<file path="config.mk">
export PLATFORM = sky130hd
export DESIGN_NAME = alu_seq_ctrl
export DESIGN_NICKNAME = d
export VERILOG_FILES = /design/src/rtl/alu_seq_ctrl.sv
export SDC_FILE = /design/constraint.sdc
export NUM_CORES = 1
export LEC_CHECK = 0
export BUFFER_PORTS_ARGS = -buffer_cell sky130_fd_sc_hd__buf_4
export CAP_MARGIN = 10
export CORE_ASPECT_RATIO = 1.25
export CORE_UTILIZATION = 35
export DETAILED_ROUTE_END_ITERATION = 10
export PLACE_DENSITY = 0.66
export SYNTH_ARGS = -nofsm -noshare
export SYNTH_HDL_FRONTEND = slang
export SYNTH_SLANG_ARGS = --single-unit
</file>
<file path="constraint.sdc">
create_clock -name i_clk -period 3.8 [get_ports i_clk]
set_input_delay 0.38 -clock i_clk [delete_from_list [all_inputs] [get_ports i_clk]]
set_output_delay 0.38 -clock i_clk [all_outputs]
set_load 0.005 [all_outputs]
</file>
<file path="src/rtl/alu_seq_ctrl.sv">
// Byte-stream sequencer for the 8-bit ALU: collects A, B, opcode, then returns result and flags.
// Optional inter-byte timeout is enabled with `define ALU_SEQ_TIMEOUT_EN.
module alu_seq_ctrl #(
   parameter int NB_DATA     = 8,
   parameter int NB_OP       = 6,
   parameter int NB_CNT      = 8,
   parameter int TIMEOUT_CYC = 1000000
) (
   input  logic               i_clk,
   input  logic               i_reset,
   input  logic [NB_DATA-1:0] i_rx_data,
   input  logic               i_rx_valid,
   output logic               o_rx_ready,
   output logic [NB_DATA-1:0] o_data_a,
   output logic [NB_DATA-1:0] o_data_b,
   output logic [NB_OP-1:0]   o_op,
   input  logic [NB_DATA-1:0] i_alu_result,
   input  logic               i_alu_carry,
   input  logic               i_alu_zero,
   output logic [NB_DATA-1:0] o_tx_data,
   output logic               o_tx_valid,
   input  logic               i_tx_ready,
   output logic               o_busy,
   output logic [NB_CNT-1:0]  o_op_count,
   output logic               o_error
);

   typedef enum logic [2:0] {
      GET_A,
      GET_B,
      GET_OP,
      EXEC,
      SEND_RES,
      SEND_FLG
   } state_t;

   state_t state, next_state;
   logic   rx_xfer;
   logic   tx_xfer;
   logic   timeout;
   logic   carry_q;
   logic   zero_q;

   assign o_rx_ready = (state == GET_A) || (state == GET_B) || (state == GET_OP);
   assign rx_xfer    = i_rx_valid & o_rx_ready;
   assign tx_xfer    = o_tx_valid & i_tx_ready;
   assign o_busy     = (state != GET_A);

`ifdef ALU_SEQ_TIMEOUT_EN
   localparam int NB_TMO = ($clog2(TIMEOUT_CYC) > 0) ? $clog2(TIMEOUT_CYC) : 1;
   localparam logic [NB_TMO-1:0] TMO_LAST = NB_TMO'(TIMEOUT_CYC - 1);

   logic [NB_TMO-1:0] tmo_cnt;
   logic              waiting;
   logic              error_q;

   assign waiting = (state == GET_B) || (state == GET_OP);
   assign timeout = waiting && !rx_xfer && (tmo_cnt == TMO_LAST);
   assign o_error = error_q;

   // The counter only runs mid-frame; it is held at zero in GET_A so a new frame starts fresh.
   always_ff @(posedge i_clk) begin
      if (!i_reset) begin
         tmo_cnt <= '0;
         error_q <= 1'b0;
      end else begin
         error_q <= timeout;
         if (!waiting || rx_xfer || timeout)
            tmo_cnt <= '0;
         else
            tmo_cnt <= tmo_cnt + 1'b1;
      end
   end
`else
   assign timeout = 1'b0;
   assign o_error = 1'b0;
`endif

   always_ff @(posedge i_clk) begin
      if (!i_reset)
         state <= GET_A;
      else
         state <= next_state;
   end

   always_comb begin
      next_state = state;
      case (state)
         GET_A:    if (rx_xfer) next_state = GET_B;
         GET_B:    if (rx_xfer) next_state = GET_OP;
                   else if (timeout) next_state = GET_A;
         GET_OP:   if (rx_xfer) next_state = EXEC;
                   else if (timeout) next_state = GET_A;
         EXEC:     next_state = SEND_RES;
         SEND_RES: if (tx_xfer) next_state = SEND_FLG;
         SEND_FLG: if (tx_xfer) next_state = GET_A;
         default:  next_state = GET_A;
      endcase
   end

   // Operand registers stay loaded after a frame so the ALU output remains valid until the next A.
   always_ff @(posedge i_clk) begin
      if (!i_reset) begin
         o_data_a   <= '0;
         o_data_b   <= '0;
         o_op       <= '0;
         o_tx_data  <= '0;
         o_tx_valid <= 1'b0;
         o_op_count <= '0;
         carry_q    <= 1'b0;
         zero_q     <= 1'b0;
      end else begin
         case (state)
            GET_A:    if (rx_xfer) o_data_a <= i_rx_data;
            GET_B:    if (rx_xfer) o_data_b <= i_rx_data;
            GET_OP:   if (rx_xfer) o_op <= i_rx_data[NB_DATA-1:NB_DATA-NB_OP];
            EXEC: begin
               carry_q    <= i_alu_carry;
               zero_q     <= i_alu_zero;
               o_tx_data  <= i_alu_result;
               o_tx_valid <= 1'b1;
            end
            SEND_RES: begin
               if (tx_xfer)
                  o_tx_data <= {{(NB_DATA-2){1'b0}}, carry_q, zero_q};
            end
            SEND_FLG: begin
               if (tx_xfer) begin
                  o_tx_valid <= 1'b0;
                  o_op_count <= o_op_count + 1'b1;
               end
            end
            default: ;
         endcase
      end
   end

endmodule

</file>
==> impl_metrics.yaml <==
status:
  status: "finished, final reports clean"
synthesis:
  netlist_area_um2: 1800
  yosysMostFrequentCell: "dfxtp_1"
  syn_area_per_cell_um2: 9.61
  synth_top_area_share_pct: 49.0
  ys_warn_count: 0
  synth_top_area_cell: "dfxtp_1"
  yosys_most_used_dff: "dfxtp_1"
  synthArstFlopShare_pct: 0
  postSynthCellCount: 187
  synth-seq-cells: 44
  syn_nets: 210
  synthTopCellsByArea: "dfxtp_1 (49%), mux2i_1 (8.9%), a21oi_1 (5.8%)"
  synth_seq_area_share_pct: 49.0
  synth_common_cells: "dfxtp_1 (44), a21oi_1 (21), nand2_1 (17), nor2_1 (17), mux2i_1 (16)"
  synth_cell_types: 40
  synth_edf_count: 0
die:
  design.core.area_um2: 4830
  die-area_um2: 5430
  ios: 64
  num_rows: 28
  start_util_pct: 37.2
  die_y_um: 82.1
  die_x_um: 66.1
power_and_ir_drop:
  p_leak_uw: 0.000997
  intPower_uw: 673
  p_sw_uw: 214
  swShare_pct: 24.1
  finalPower_uw: 887
  p_comb_share_pct: 10.4
  power_density_nw_per_um2: 372
  power_frac_clock_pct: 34.4
  p_seq_share_pct: 55.2
  vdd_drop_max_mv: 0.177
placement:
  post-dp-hpwl_um: 2820
  placed_cells: 299
  globalplace.congestion: 0.709
  place_ws_ps: 2010
  port_buffers: 62
clocking:
  cts-root-buf: "clkbuf_8"
  cts_buffer_depth: 2
  cts_setup_buffers: 0
  clock_sinks: 44
  clkTransAtPathRegs_ps: 80
  clk-insertion-delay-late_ps: 290
  cts_resized: 0
  htree_levels: 2
  cts_hold_buf: 0
  cts_tree: "done"
  cts_made_buffers: 5
hold_path:
  hold_depth: 2
  min-delay-start: "i_alu_result[2]"
  hp-class: "input port to flip-flop"
  whs_endpoint: "o_tx_data[2]"
finish:
  final_cells: 307
  nFillCells: 492
  layout-drive-gt1-share_pct: 31.6
  final_util_pct: 49.3
  area_delta_synth_final_pct: 32.7
  nets: 269
  antenna_cells: 0
  multiInputGateArea_um2: 835
  final-seq-area_um2: 881
timing:
  period_needed_ps: 1820
  tightest_slew_ps: 719
  fmax_mhz: 549
  setup_slack_ps: 1980
  slew_violations: 0
  clock_skew_ps: 4.57
  relSlewSlack_pct: 52.0
  period_share_pct: 47.9
  setup_viol: 0
  timing_hold_violations_final: 0
  grt_setup_unrepaired: "false"
  fin_setup_tns_ps: 0
setup_path:
  crit_chain: "a21oi_1 -> buf_4"
  critPathLaunchType: "flip-flop"
  arrival_ps: 1440
  reg2reg_slack_ps: 2000
  timing.rr.start: "state[0]"
  crit_type: "flip-flop to output port"
  r2r_cells: 3
  crit_path_max_fanout: 21
  max_stage_delay_ps: 790
  r2r_end: "o_tx_data[5]"
  worstPathRequired_ps: 3420
  slowest_stage: "dfxtp_1"
  worst_setup_path_end_kind: "output port"
grt:
  track_usage_pct: 15.4
  busiest_layer: "met2"
  overflow: 0
  grt_pass1_wl_um: 6350
  use_met3_pct: 5.91
  met2_usage_pct: 24.7
  grt_start_max_net_pins: 34
  grt_util_met1_pct: 18.8
  antenna_found_initial: 0
  grt_pass1_vias: 1351
detailed_routing:
  drc: 0
  dr.first_iter.drc_count: 92
  firstDrtPassIters: 4
  postRouteAntennaNets: 0
  num_vias: 1543
  avgViaCountPerCell: 5.03
  finalWirelength_um: 3970
  wl_per_cell_um: 12.9
job:
  drv_cap: 0
-- worst max-delay path, delay by kind of cell, from the launching register on --
family / cells / cell delay (ps)
flops: 1 / 790
buf+inv: 1 / 170
compound gates: 1 / 180
-- power by group through the flow --
stage | registers (uW) | clock network, uW | logic [uW]
4_1_cts | 489 | 316 | 94.1
6_report | 489 | 305 | 92.2
3_3_place_gp | 499 | 0 | 93.3
5_1_grt | 492 | 334 | 103
2_1_floorplan | 493 | 0 | 51.3
3_5_place_dp | 500 | 0 | 93.9
-- placed cells by master, fill, tap and decap left out, drive strengths merged, types with 4 or more instances in the layout --
cell / count
a21oi: 21
a22o: 6
buf: 64
clkbuf: 7
dfxtp: 44
inv: 4
mux2i: 16
nand2: 17
nand3: 5
nor2: 17
o21ai: 5
or3: 5
-- sequential cells by signal (all words and copies together), names as in the netlist --
name / count
o_op: 6
o_op_count: 8
carry_q: 1
zero_q: 1
o_data_a: 8
o_tx_data: 8
o_data_b: 8
state: 3
o_tx_valid: 1
-- cells by family (layout without fill, tap and decap cells) --
kind of cell / after synthesis / count (layout) / share of synthesized area (%)
buffers and inverters: 17 / 77 / 4.53
muxes: 16 / 16 / 8.91
adders and majority gates: 1 / 1 / 0.696
other: 1 / 1 / 0.209
DFF: 44 / 44 / 49.0
AOI/OAI and AO/OA: 43 / 43 / 15.5
and+or+nand+nor: 65 / 65 / 21.1
-- how the worst max path moves through the flow --
| stage | start | endpoint | slack (ps) | cells after the start |
|---|---|---|---|---|
| after floorplan | state[0] | o_busy | 2490 | 3 |
| after global placement | state[0] | o_tx_data[5] | 2050 | 3 |
| after detailed placement | state[0] | o_tx_data[7] | 2010 | 3 |
| after CTS | state[0] | o_rx_ready | 2000 | 2 |
| after global routing | state[0] | o_tx_data[5] | 1860 | 3 |
| final | state[0] | o_rx_ready | 1980 | 2 |
-- metrics by stage --
stage          instance area [um2]  hold slack, ps
3_5_place_dp                  2290             451
2_1_floorplan                 1800             453
4_1_cts                       2380             277
3_3_place_gp                  2290             442
6_report                      2380             290
5_1_grt                       2380             276
-- routing by layer --
| layer | routed length (um) | vias to the layer above |
|---|---|---|
| met5 | 0 | - |
| met4 | 51 | 0 |
| met3 | 274 | 5 |
| met2 | 1870 | 44 |
| met1 | 1770 | 708 |
| li1 | - | 786 |
-- cell type report --
cell class              count  share of cell area [%]
flip-flops and latches     44                    37.0
multi-input cells         126                    35.0
repair buffers             64                    20.2
clock buffers               7                    3.62
well taps                  60                    3.15
inverters                   5                   0.787
clock inverters             1                   0.315
Power figures use the tool's default switching activity.
